## config.mk

```make
export PLATFORM = sky130hd
export DESIGN_NAME = sa_tile_sequencer
export DESIGN_NICKNAME = d
export VERILOG_FILES = /design/src/rtl/sa_tile_sequencer.sv
export SDC_FILE = /design/constraint.sdc
export NUM_CORES = 1
export LEC_CHECK = 0
export CAP_MARGIN = 20
export CORE_MARGIN = 8
export CORE_UTILIZATION = 40
export DETAILED_ROUTE_END_ITERATION = 16
export PLACE_DENSITY_LB_ADDON = 0.25
export SLEW_MARGIN = 20
export SYNTH_ARGS = -nofsm -noshare
export SYNTH_HDL_FRONTEND = slang
export SYNTH_SLANG_ARGS = --single-unit
```

## constraint.sdc

```tcl
create_clock -name clk -period 6.55 [get_ports clk]
set_input_delay 0.9825 -clock clk [delete_from_list [all_inputs] [get_ports clk]]
set_output_delay 0.9825 -clock clk [all_outputs]
set_load 0.02 [all_outputs]
```

## src/rtl/sa_tile_sequencer.sv

```systemverilog
// sa_tile_sequencer: per-job K-tile loop for the 8x8 systolic array.
// Each tile fetches weights and activations, loads the weights, feeds a skewed
// activation vector, flushes, and captures the result. After the last tile it
// drains the accumulated column results over a valid/ready port.
module sa_tile_sequencer #(
  parameter int DIM     = 8,
  parameter int DW      = 8,
  parameter int AW      = 32,
  parameter int KTW     = 4,
  parameter int ADDRW   = 8,
  parameter int CAP_LAT = 15
) (
  input  logic                     clk,
  input  logic                     rst_n,
  input  logic                     start,
  input  logic [KTW-1:0]           num_k_tiles,
  output logic                     busy,
  output logic                     done,
  output logic                     op_rd_en,
  output logic [ADDRW-1:0]         op_rd_addr,
  input  logic [DIM*DW-1:0]        op_rd_data,
  output logic                     sa_enable_cycle,
  output logic                     sa_load_W,
  output logic                     sa_accumulate_mode,
  output logic                     sa_capture_en,
  output logic [DIM*DW-1:0]        sa_row_inputs,
  output logic [$clog2(DIM)-1:0]   sa_col_sel,
  input  logic [AW-1:0]            sa_data_in,
  output logic                     res_valid,
  input  logic                     res_ready,
  output logic [AW-1:0]            res_data,
  output logic [$clog2(DIM)-1:0]   res_col
);

  localparam int CSW = $clog2(DIM);
  localparam int CW  = $clog2(CAP_LAT + 1);

  typedef enum logic [2:0] {IDLE, FETCH, LOAD, FEED, FLUSH, CAPTURE, DRAIN} state_t;

  state_t                 state_q, state_n;
  logic [CW-1:0]          cyc_q, cyc_n;
  logic [KTW-1:0]         tile_q, tile_n, count_q, count_n;
  logic [KTW:0]           tile_inc;
  logic [ADDRW-1:0]       base_q, base_n;
  logic [CSW-1:0]         col_q, col_n;
  logic [(DIM-1)*DW-1:0]  act_q;

  logic                   busy_n, done_n, rd_en_n, en_n, load_n, acc_n, cap_n, valid_n;
  logic [ADDRW-1:0]       rd_addr_n;

  // Next-state, counters and next values of the registered outputs.
  always_comb begin
    state_n  = state_q;
    cyc_n    = cyc_q;
    tile_n   = tile_q;
    count_n  = count_q;
    base_n   = base_q;
    col_n    = col_q;
    done_n   = 1'b0;
    tile_inc = {1'b0, tile_q} + 1'b1;
    case (state_q)
      IDLE: begin
        if (start) begin
          state_n = FETCH;
          tile_n  = '0;
          base_n  = '0;
          count_n = (num_k_tiles == '0) ? KTW'(1) : num_k_tiles;
        end
      end
      FETCH: begin
        state_n = LOAD;
        cyc_n   = '0;
      end
      LOAD: begin
        if (cyc_q == CW'(DIM - 1)) begin
          state_n = FEED;
          cyc_n   = '0;
        end else begin
          cyc_n = cyc_q + 1'b1;
        end
      end
      FEED, FLUSH: begin
        cyc_n = cyc_q + 1'b1;
        if (cyc_n == CW'(CAP_LAT)) state_n = CAPTURE;
        else if (cyc_n >= CW'(DIM)) state_n = FLUSH;
      end
      CAPTURE: begin
        tile_n = tile_inc[KTW-1:0];
        base_n = base_q + ADDRW'(DIM + 1);
        if (tile_inc < {1'b0, count_q}) begin
          state_n = FETCH;
        end else begin
          state_n = DRAIN;
          col_n   = '0;
        end
      end
      DRAIN: begin
        if (res_ready) begin
          col_n = col_q + 1'b1;
          if (col_q == CSW'(DIM - 1)) begin
            state_n = IDLE;
            done_n  = 1'b1;
          end
        end
      end
      default: state_n = IDLE;
    endcase

    // Reads run one word ahead of the LOAD cycle so each word lands on time;
    // the last LOAD cycle therefore fetches the activation word.
    busy_n    = (state_n != IDLE);
    rd_en_n   = (state_n == FETCH) || (state_n == LOAD);
    rd_addr_n = '0;
    if (rd_en_n) rd_addr_n = base_n + ((state_n == LOAD) ? ADDRW'(cyc_n) + ADDRW'(1) : '0);
    en_n      = (state_n == LOAD) || (state_n == FEED) || (state_n == FLUSH) || (state_n == CAPTURE);
    load_n    = (state_n == LOAD);
    cap_n     = (state_n == CAPTURE);
    acc_n     = (state_n == CAPTURE) && (tile_n != '0);
    valid_n   = (state_n == DRAIN);
  end

  // State register and job counters.
  always_ff @(posedge clk or negedge rst_n) begin
    if (!rst_n) begin
      state_q <= IDLE;
      cyc_q   <= '0;
      tile_q  <= '0;
      count_q <= '0;
      base_q  <= '0;
      col_q   <= '0;
    end else begin
      state_q <= state_n;
      cyc_q   <= cyc_n;
      tile_q  <= tile_n;
      count_q <= count_n;
      base_q  <= base_n;
      col_q   <= col_n;
    end
  end

  // Registered control outputs.
  always_ff @(posedge clk or negedge rst_n) begin
    if (!rst_n) begin
      busy               <= 1'b0;
      done               <= 1'b0;
      op_rd_en           <= 1'b0;
      op_rd_addr         <= '0;
      sa_enable_cycle    <= 1'b0;
      sa_load_W          <= 1'b0;
      sa_accumulate_mode <= 1'b0;
      sa_capture_en      <= 1'b0;
      res_valid          <= 1'b0;
    end else begin
      busy               <= busy_n;
      done               <= done_n;
      op_rd_en           <= rd_en_n;
      op_rd_addr         <= rd_addr_n;
      sa_enable_cycle    <= en_n;
      sa_load_W          <= load_n;
      sa_accumulate_mode <= acc_n;
      sa_capture_en      <= cap_n;
      res_valid          <= valid_n;
    end
  end

  // Activation rows 1..DIM-1 are held from FEED cycle 0 to build the skew.
  always_ff @(posedge clk or negedge rst_n) begin
    if (!rst_n) act_q <= '0;
    else if (state_q == FEED && cyc_q == '0) act_q <= op_rd_data[DIM*DW-1:DW];
  end

  // Row drive: weight words and row 0 of the activation are forwarded straight
  // from the SRAM read register (1-cycle read latency), selected by registered
  // state; row r sees its activation element only at compute cycle r.
  always_comb begin
    sa_row_inputs = '0;
    if (state_q == LOAD) begin
      sa_row_inputs = op_rd_data;
    end else if (state_q == FEED) begin
      if (cyc_q == '0) sa_row_inputs[DW-1:0] = op_rd_data[DW-1:0];
      for (int unsigned r = 1; r < DIM; r++) begin
        if (cyc_q == CW'(r)) sa_row_inputs[r*DW +: DW] = act_q[(r-1)*DW +: DW];
      end
    end
  end

  assign sa_col_sel = col_q;
  assign res_col    = col_q;
  assign res_data   = sa_data_in;

endmodule

```

==> impl_metrics.toml, run 1 <==
[status]
outcome = "finished clean"

[placement]
hpwlAfterDp_um = 10300
portBuffers = 157
dpl.cell_count = 756
post-place-ws_ns = 2.24
place_congestion = 0.823
dpl-instance-area_um2 = 6840

[sta]
finalSetupTns_ns = 0
setup_viol = 0
slew_viol_final = 0
setup_ws_ns = 2.31
tightest_slew_ns = 1.05
fin_crit_sh_pct = 64.7
period_needed_ns = 4.24
slew_headroom_pct = 30.2
hold_viol = 0
skew_ns = 0.00860
clock.fmax_mhz = 236
rsz0062_at_grt = "false"

[route]
drt_wl_total_um = 13800
ant_nets = 0
wl_met3_um = 841
dr.pass1.iters = 4
viasPerCell = 5.25
wl_met2_um = 6540
initialDrtViolationCount = 220
drc = 0
avgRoutedWirePerCell_um = 17.8
vias = 4054
highest_layer = "met4"
drt-met1-wl_um = 6070

[hold_path]
hold_class = "reg2reg"
holdPathStages = 2

[clock_network]
clkLatencyLatePin_ns = 0.34
cts_sinks = 98
clk_pin_slew_ns = 0.06
cts_tree = "done"
numCtsBuffers = 9
clk_path_buf_depth = 2
cts_root_buffer = "clkbuf_16"
htreeDepth = 3
cts_resized = 0
post-cts-setup-buffers = 0
ctsHoldBuffers = 0

[floorplanning]
io_pins = 222
rows = 42
fp.dieW_um = 133
die-area_um2 = 17600
die_y_um = 133
initial_core_util_pct = 41.0
core_um2 = 13300

[critical_path]
crit_path_cell_trace = "nor2b_1 > nor2b_4 > buf_4 > a21oi_1 > nor2b_1 > clkdlybuf4s50_1"
end_kind = "primary output"
rr_worst_depth = 17
path_max_fanout = 57
critical_path_arrival_ns = 3.26
cpPeakStageDelay_ns = 0.64
critPathKind = "reg2out"
slowest_stage = "dfrtp_1"
start_kind = "register"
crit_top_cell = "nor2b_1"
crit_required_ns = 5.57

[power_and_ir_drop]
internal_power_mw = 1.98
comb_power_share_pct = 51.9
max-vdd-ir-drop_uv = 246
power_frac_seq_pct = 32.2
leakagePower_nw = 3.04
power.density_nw_per_um2 = 450
pwr-share-clk_pct = 15.9
p_sw_mw = 1.23
sw_frac_of_total_pct = 38.4
p_total_mw = 3.20

[finish]
fin_cells = 772
antenna_cells = 0
final_cell_area_um2 = 7120
syn_to_final_growth_pct = 30.7
mostFrequentLayoutCells = "clkdlybuf4s50_1, dfrtp_1, a22o_1, mux2_2, nand2_1"
final_common_cell = "clkdlybuf4s50_1"
nNetsFinal = 714
fillers = 1177
layout-drive-gt1-share_pct = 14.9

[logic_synthesis]
synth_area_leaders = "dfrtp_1, mux2_2, a22o_1"
ys_types = 58
synth_top_cell_by_area = "dfrtp_1"
ys_warn_count = 0
synth_seq_area_share_pct = 45.0
synth-seq-cells = 98
syn_area_um2 = 5450
synth_edf_count = 0
synthArstFlopShare_pct = 100
syn_nets = 609
synth_top_area_share_pct = 45.0
avgSynthCellArea_um2 = 11.2
synth_top_flop_cell = "dfrtp_1"
synthCells = 486

[global_routing]
globalRouteOverflowTotal = 0
antenna_found_initial = 0
grt_pass1_vias = 4226
grt_usage_pct = 15.7
grt_pass1_wl_um = 22600
grt_max_degree = 61

[job]
maxCapViolations = 0
[power groups by stage]
stage               Clock, mW  Combinational (mW)  Sequential [mW]
CTS                     0.527                1.69             1.03
global placement            0                1.66             1.03
floorplan                   0                1.14            0.994
detailed placement          0                1.69             1.04
finish                  0.511                1.66             1.03
global route            0.547                1.81             1.07
[cell type report]
type	count	area, um^2	share of cell area [%]
multi-input combinational	306	2510	35.2
sequential	98	2450	34.5
timing repair buffer	160	1590	22.4
clock buffer	13	240	3.38
tap	176	220	3.09
inverter	16	65.1	0.914
clock inverter	3	40.0	0.563
[final timing paths]
check                      slack (ns)                      end                    from
min reg2reg                      0.50   count_q[0]$_DFFE_PN0P_  count_q[0]$_DFFE_PN0P_
min in group asynchronous        0.60    act_q[37]$_DFFE_PN0P_                   rst_n
max                              2.31         sa_row_inputs[0]    state_q[1]$_DFF_PN0_
max reg2reg                      2.61  op_rd_addr[6]$_DFF_PN0_     tile_q[0]$_DFF_PN0_
max in group asynchronous        4.78      tile_q[0]$_DFF_PN0_                   rst_n
min                              0.50   count_q[0]$_DFFE_PN0P_  count_q[0]$_DFFE_PN0P_
[cells by family after synthesis]
| group | count (synthesis) | share of synthesized area [%] |
|---|---|---|
| muxes | 62 | 12.7 |
| DFF | 98 | 45.0 |
| and+or+nand+nor | 103 | 10.6 |
| xor gates and xnor gates | 10 | 1.75 |
| adders and majority gates | 19 | 4.50 |
| buffers and inverters | 82 | 9.12 |
| AOI/OAI and AO/OA | 112 | 16.3 |
[state kept, by name, summed over array words and instances, names as in the netlist, 3 cells and up]
signal	flops
act_q	56
base_q	8
op_rd_addr	8
count_q	4
cyc_q	4
tile_q	4
res_col	3
state_q	3
[layer usage]
metal  track usage [%]  vias to the layer above
li1                  -                     1921
met1              19.2                     1954
met2              25.8                      144
met3              4.24                       35
met4              6.06                        0
met5                 0                        -
[metrics by stage]
stage / util, % / hold WS [ns]
finish: 53.5 / 0.495
global route: 53.5 / 0.516
CTS: 53.5 / 0.499
detailed placement: 51.4 / 0.485
global placement: 51.4 / 0.469
floorplan: - / 0.440
[critical path, delay by kind of cell, from the launching register on]
| kind | cells | cell delay (ns) |
|---|---|---|
| buffers and inverters | 2 | 1.12 |
| AND/OR/NAND/NOR | 3 | 0.81 |
| flip-flops | 1 | 0.64 |
| AO/OA/AOI/OAI | 1 | 0.29 |
[synth_stat cells (3+ instances only)]
master	n
a21oi_1	10
a22o_1	62
a31oi_1	5
and2_1	5
and3_1	6
buf_1	4
buf_2	9
buf_4	40
buf_6	3
clkbuf_1	10
dfrtp_1	98
ha_1	18
inv_1	15
mux2_2	58
mux2i_1	4
nand2_1	27
nand3_1	6
nand3b_1	3
nor2_1	20
nor2b_1	15
o21ai_0	15
xnor2_1	3
xor2_1	6
(Power assumes the default switching activity.)
==> run 2: changes to the inputs <==
==> constraint.sdc (replaced) <==
create_clock -name clk -period 4.1 [get_ports clk]
set_input_delay 0.615 -clock clk [delete_from_list [all_inputs] [get_ports clk]]
set_output_delay 0.615 -clock clk [all_outputs]
set_load 0.02 [all_outputs]
==> impl_metrics.toml, run 2 (synthesized netlist as in run 1, its figures left out) <==
[clock_network]
clkLatencyLatePin_ns = 0.35
cts_sinks = 98
post-cts-setup-buffers = 0
cts_root_buffer = "clkbuf_16"
numCtsBuffers = 9
htreeDepth = 3
clk_pin_slew_ns = 0.07
clk_path_buf_depth = 2
cts_tree = "done"

[floorplanning]
fp.dieW_um = 133
core_um2 = 13300
rows = 42
io_pins = 222
die_y_um = 133
initial_core_util_pct = 41.0
die-area_um2 = 17600

[sta]
holdWs_ns = 0.378
slew_viol_final = 0
rsz0062_at_grt = "false"
period_needed_ns = 3.83
slew_headroom_pct = 38.9
finalSetupTns_ns = 0
hold_viol = 0
setup_viol = 0
clock.fmax_mhz = 261
setup_ws_ns = 0.271
fin_crit_sh_pct = 93.4
skew_ns = 0.00907
tightest_slew_ns = 0.917

[finish]
fillers = 1139
multi_input_area_um2 = 2510
syn_to_final_growth_pct = 31.7
final_common_cell = "clkdlybuf4s50_1"
largest_register_ffs = 56
reg.largest.list = "act_q x56, base_q x8, op_rd_addr x8"
mostFrequentLayoutCells = "clkdlybuf4s50_1, dfrtp_1, a22o_1, mux2_2, nand2_1"
fin_cells = 775
antenna_cells = 0
finalCoreUtilization_pct = 54.0
regMostFlops = "act_q"
register_area_um2 = 2450
nNetsFinal = 717
layout-drive-gt1-share_pct = 16.2
final_cell_area_um2 = 7170

[power_and_ir_drop]
p_total_mw = 5.20
leakagePower_nw = 3.07
power.density_nw_per_um2 = 725
max-vdd-ir-drop_uv = 261

[critical_path]
end_kind = "register"
start_kind = "register"
path_max_fanout = 5
critical_path_arrival_ns = 4.05
crit_required_ns = 4.32
critPathKind = "reg2reg"

[placement]
hpwlAfterDp_um = 10300
portBuffers = 157
post-place-ws_ns = 0.146
dpl-instance-area_um2 = 6860
dpl.cell_count = 759
place_congestion = 0.835

[global_routing]
globalRouteOverflowTotal = 0
grt_max_degree = 73
grt_pass1_vias = 4140
antenna_found_initial = 0
grt_usage_pct = 15.4
grt_pass1_wl_um = 22300

[route]
drc = 0
avgRoutedWirePerCell_um = 17.7
dr.pass1.iters = 4
initialDrtViolationCount = 284
vias = 4088
drt_wl_total_um = 13700
viasPerCell = 5.27
ant_nets = 0

[job]
maxCapViolations = 0

[status]
outcome = "finished clean"

[hold_path]
hold_class = "in2async"
==> run 2: worst max-delay path, stage by stage (launching register included) <==
cell and delay [ns]:
dfrtp_1 0.42, ha_1 0.33, ha_1 0.28, a21bo_1 0.20, a21oi_1 0.17, nor4_1 0.08, a211o_2 0.36, or2_4 0.30
nor2_1 0.13, ha_1 0.18, inv_1 0.05, fa_1 0.38, nor2b_2 0.15, o21ai_0 0.11, a21boi_1 0.20, o21ai_0 0.13
xor2_1 0.16, nor2_1 0.05
==> run 2: worst paths after layout <==
check,startpoint,endpoint,slack (ns),cells past startpoint
setup / recovery,tile_q[0]$_DFF_PN0_,op_rd_addr[6]$_DFF_PN0_,0.27,17
hold / removal,rst_n,act_q[40]$_DFFE_PN0P_,0.38,1
setup reg to reg,tile_q[0]$_DFF_PN0_,op_rd_addr[6]$_DFF_PN0_,0.27,17
hold reg to reg,base_q[7]$_DFF_PN0_,base_q[7]$_DFF_PN0_,0.50,1
max in group asynchronous,rst_n,act_q[53]$_DFFE_PN0P_,2.76,2
min in group clk,base_q[7]$_DFF_PN0_,base_q[7]$_DFF_PN0_,0.50,1
==> run 2: area by class of cell <==
| class | instances | share of cell area [%] |
|---|---|---|
| Multi-Input combinational cell | 306 | 35.0 |
| Sequential cell | 98 | 34.2 |
| Timing Repair Buffer | 163 | 22.5 |
| Clock buffer | 11 | 3.52 |
| Tap cell | 176 | 3.07 |
| Inverter | 16 | 0.907 |
| Clock inverter | 5 | 0.837 |
==> run 2: what timing repair did <==
action	4_1_cts	5_1_grt
resized for setup	0	2
hold endpoints to repair	0	0
endpoints found under the setup margin	0	1
hold buffers	0	0
==> run 2: routing by layer <==
layer	share of wire (%)	vias to the layer above	track usage, %
li1	-	1929	-
met1	44	1982	19.3
met2	47	144	25.0
met3	7.0	33	4.16
met4	1.8	0	5.30
met5	0	-	0
==> run 2: power breakdown <==
| part | switching, mW | total, mW | internal (mW) |
|---|---|---|---|
| Sequential | 0.275 | 1.64 | 1.36 |
| Combinational | 1.35 | 2.69 | 1.34 |
| Clock | 0.371 | 0.881 | 0.510 |
| Total | 1.99 | 5.20 | 3.21 |
==> run 3: changes to the inputs <==
--- a/config.mk
+++ b/config.mk
@@ -9,6 +9,7 @@
 export CORE_MARGIN = 8
 export CORE_UTILIZATION = 40
 export DETAILED_ROUTE_END_ITERATION = 16
+export DONT_BUFFER_PORTS = 1
 export PLACE_DENSITY_LB_ADDON = 0.25
 export SLEW_MARGIN = 20
 export SYNTH_ARGS = -nofsm -noshare
==> impl_metrics.toml, run 3 (synthesized netlist as in run 1, its figures left out) <==
[global_routing]
globalRouteOverflowTotal = 0
grt_pass1_vias = 3610
grt_max_degree = 99
antenna_found_initial = 0
grt_pass1_wl_um = 20200
grt_usage_pct = 14.1

[route]
drc = 0
drt_wl_total_um = 12400
viasPerCell = 5.62
vias = 3491
dr.pass1.iters = 4
initialDrtViolationCount = 131
ant_nets = 0
avgRoutedWirePerCell_um = 20.0

[critical_path]
r2r_end = "op_rd_addr[6]$_DFF_PN0_"
critical_path_arrival_ns = 4.00
crit_path_cell_trace = "ha_1 > ha_1 > a21bo_1 > a21oi_2 > nor4_1 > a211o_2 > or2_4 > nor2_1 > ha_2 > inv_1 > fa_1 > nor2b_2 > o21ai_1 > a21boi_1 > o21ai_1 > xor2_1 > nor2_1"
path_max_fanout = 5
critPathKind = "reg2reg"
rr_worst_depth = 17
start_kind = "register"
crit_required_ns = 4.32
slowest_stage = "dfrtp_1"
cp_num_buf_inv = 1
rr_startpoint = "tile_q[0]$_DFF_PN0_"
cpPeakStageDelay_ns = 0.41
worst-r2r-setup-slack_ns = 0.33
end_kind = "register"
timing.critical_path.to = "op_rd_addr[6]$_DFF_PN0_"
startpoint = "tile_q[0]$_DFF_PN0_"
crit_family = "adder cells"
cp.depth = 17

[clock_network]
numCtsBuffers = 9
htreeDepth = 3
clk_pin_slew_ns = 0.07
cts_tree = "done"
clk_path_buf_depth = 2
cts_root_buffer = "clkbuf_16"
cts_sinks = 98
clkLatencyLatePin_ns = 0.35

[finish]
largest_register_ffs = 56
finalCoreUtilization_pct = 42.3
final_cell_area_um2 = 5620
layout-drive-gt1-share_pct = 22.5
regMostFlops = "act_q"
reg.largest.list = "act_q x56, base_q x8, op_rd_addr x8"
final_common_cell = "dfrtp_1"
fin_cells = 621
syn_to_final_growth_pct = 3.17
antenna_cells = 0
nNetsFinal = 563
fillers = 1245
mostFrequentLayoutCells = "dfrtp_1, a22o_1, mux2_2, nand2_1, nor2_1"

[sta]
skew_ns = 0.0104
slew_headroom_pct = 52.3
fin_crit_sh_pct = 92.0
clock.fmax_mhz = 265
tightest_slew_ns = 0.715
setup_viol = 0
finalSetupTns_ns = 0
slew_viol_final = 0
hold_viol = 0
period_needed_ns = 3.77
rsz0062_at_grt = "false"

[floorplanning]
io_pins = 222
rows = 42
die_y_um = 133
die-area_um2 = 17600
core_um2 = 13300
fp.dieW_um = 133
initial_core_util_pct = 41.0

[placement]
hpwlAfterDp_um = 9270
place_congestion = 0.766
dpl.cell_count = 603
portBuffers = 0
dpl-instance-area_um2 = 5300

[status]
outcome = "finished clean"

[power_and_ir_drop]
leakagePower_nw = 2.48
power.density_nw_per_um2 = 799
p_total_mw = 4.49
max-vdd-ir-drop_uv = 231

[hold_path]
hold_class = "in2async"

[job]
maxCapViolations = 0
## run 3: cell types whose count changed in the layout (fill, tap and decap cells not counted), moves of 2 or more
| cell | previous run | this run |
|---|---|---|
| o21ai_0 | 15 | 13 |
| clkbuf_8 | 2 | 0 |
| o21ai_1 | 0 | 2 |
| clkdlybuf4s50_1 | 156 | 0 |
| clkinvlp_4 | 1 | 3 |
## run 3: power breakdown
group / switching [mW] / internal, mW
registers: 0.339 / 1.36
logic: 1.19 / 0.805
clock network: 0.379 / 0.417
total: 1.91 / 2.58
## run 3: worst min-delay path by stage
stage	from	slack (ns)	cells after the start	endpoint
4_1_cts	rst_n	0.20	1	act_q[7]$_DFFE_PN0P_
3_5_place_dp	rst_n	0.32	0	act_q[7]$_DFFE_PN0P_
2_1_floorplan	rst_n	0.32	0	act_q[0]$_DFFE_PN0P_
3_3_place_gp	rst_n	0.32	0	act_q[7]$_DFFE_PN0P_
5_1_grt	rst_n	0.22	1	act_q[42]$_DFFE_PN0P_
6_report	rst_n	0.18	1	act_q[7]$_DFFE_PN0P_
## run 3: worst register-to-register path, stage by stage, from the launching register on
cell	delay [ns]
dfrtp_1	0.41
ha_1	0.33
ha_1	0.28
a21bo_1	0.21
a21oi_2	0.15
nor4_1	0.07
a211o_2	0.36
or2_4	0.30
nor2_1	0.13
ha_2	0.19
inv_1	0.05
fa_1	0.38
nor2b_2	0.15
o21ai_1	0.09
a21boi_1	0.23
o21ai_1	0.11
xor2_1	0.15
nor2_1	0.06
## run 3: routing by layer
layer	vias to the layer above	wire length, um	track usage, %
li1	1624	-	-
met1	1700	5000	15.8
met2	135	5990	23.6
met3	32	1130	5.22
met4	0	273	6.44
met5	-	0	0
## run 3: layout make-up
type	instances	area (um^2)	share of cell area, %
clock buffer	10	229	4.07
clock inverter	6	48.8	0.868
inverter	16	65.1	1.16
multi-input combinational	306	2520	44.8
sequential	98	2450	43.6
tap	176	220	3.92
timing repair buffer	9	87.6	1.56
## run 3: metrics by stage
step	hold WS (ns)	worst slack, ns
6_report	0.185	0.328
2_1_floorplan	0.319	0.460
3_3_place_gp	0.322	0.276
5_1_grt	0.217	0.0164
4_1_cts	0.198	0.0998
3_5_place_dp	0.323	0.133
## run 3: what timing repair did
item,4_1_cts,5_1_grt
hold buffers,1,0
setup buffers,0,1
endpoints found under the setup margin,0,1
gates resized for setup,0,6
endpoints found under the hold margin,98,0
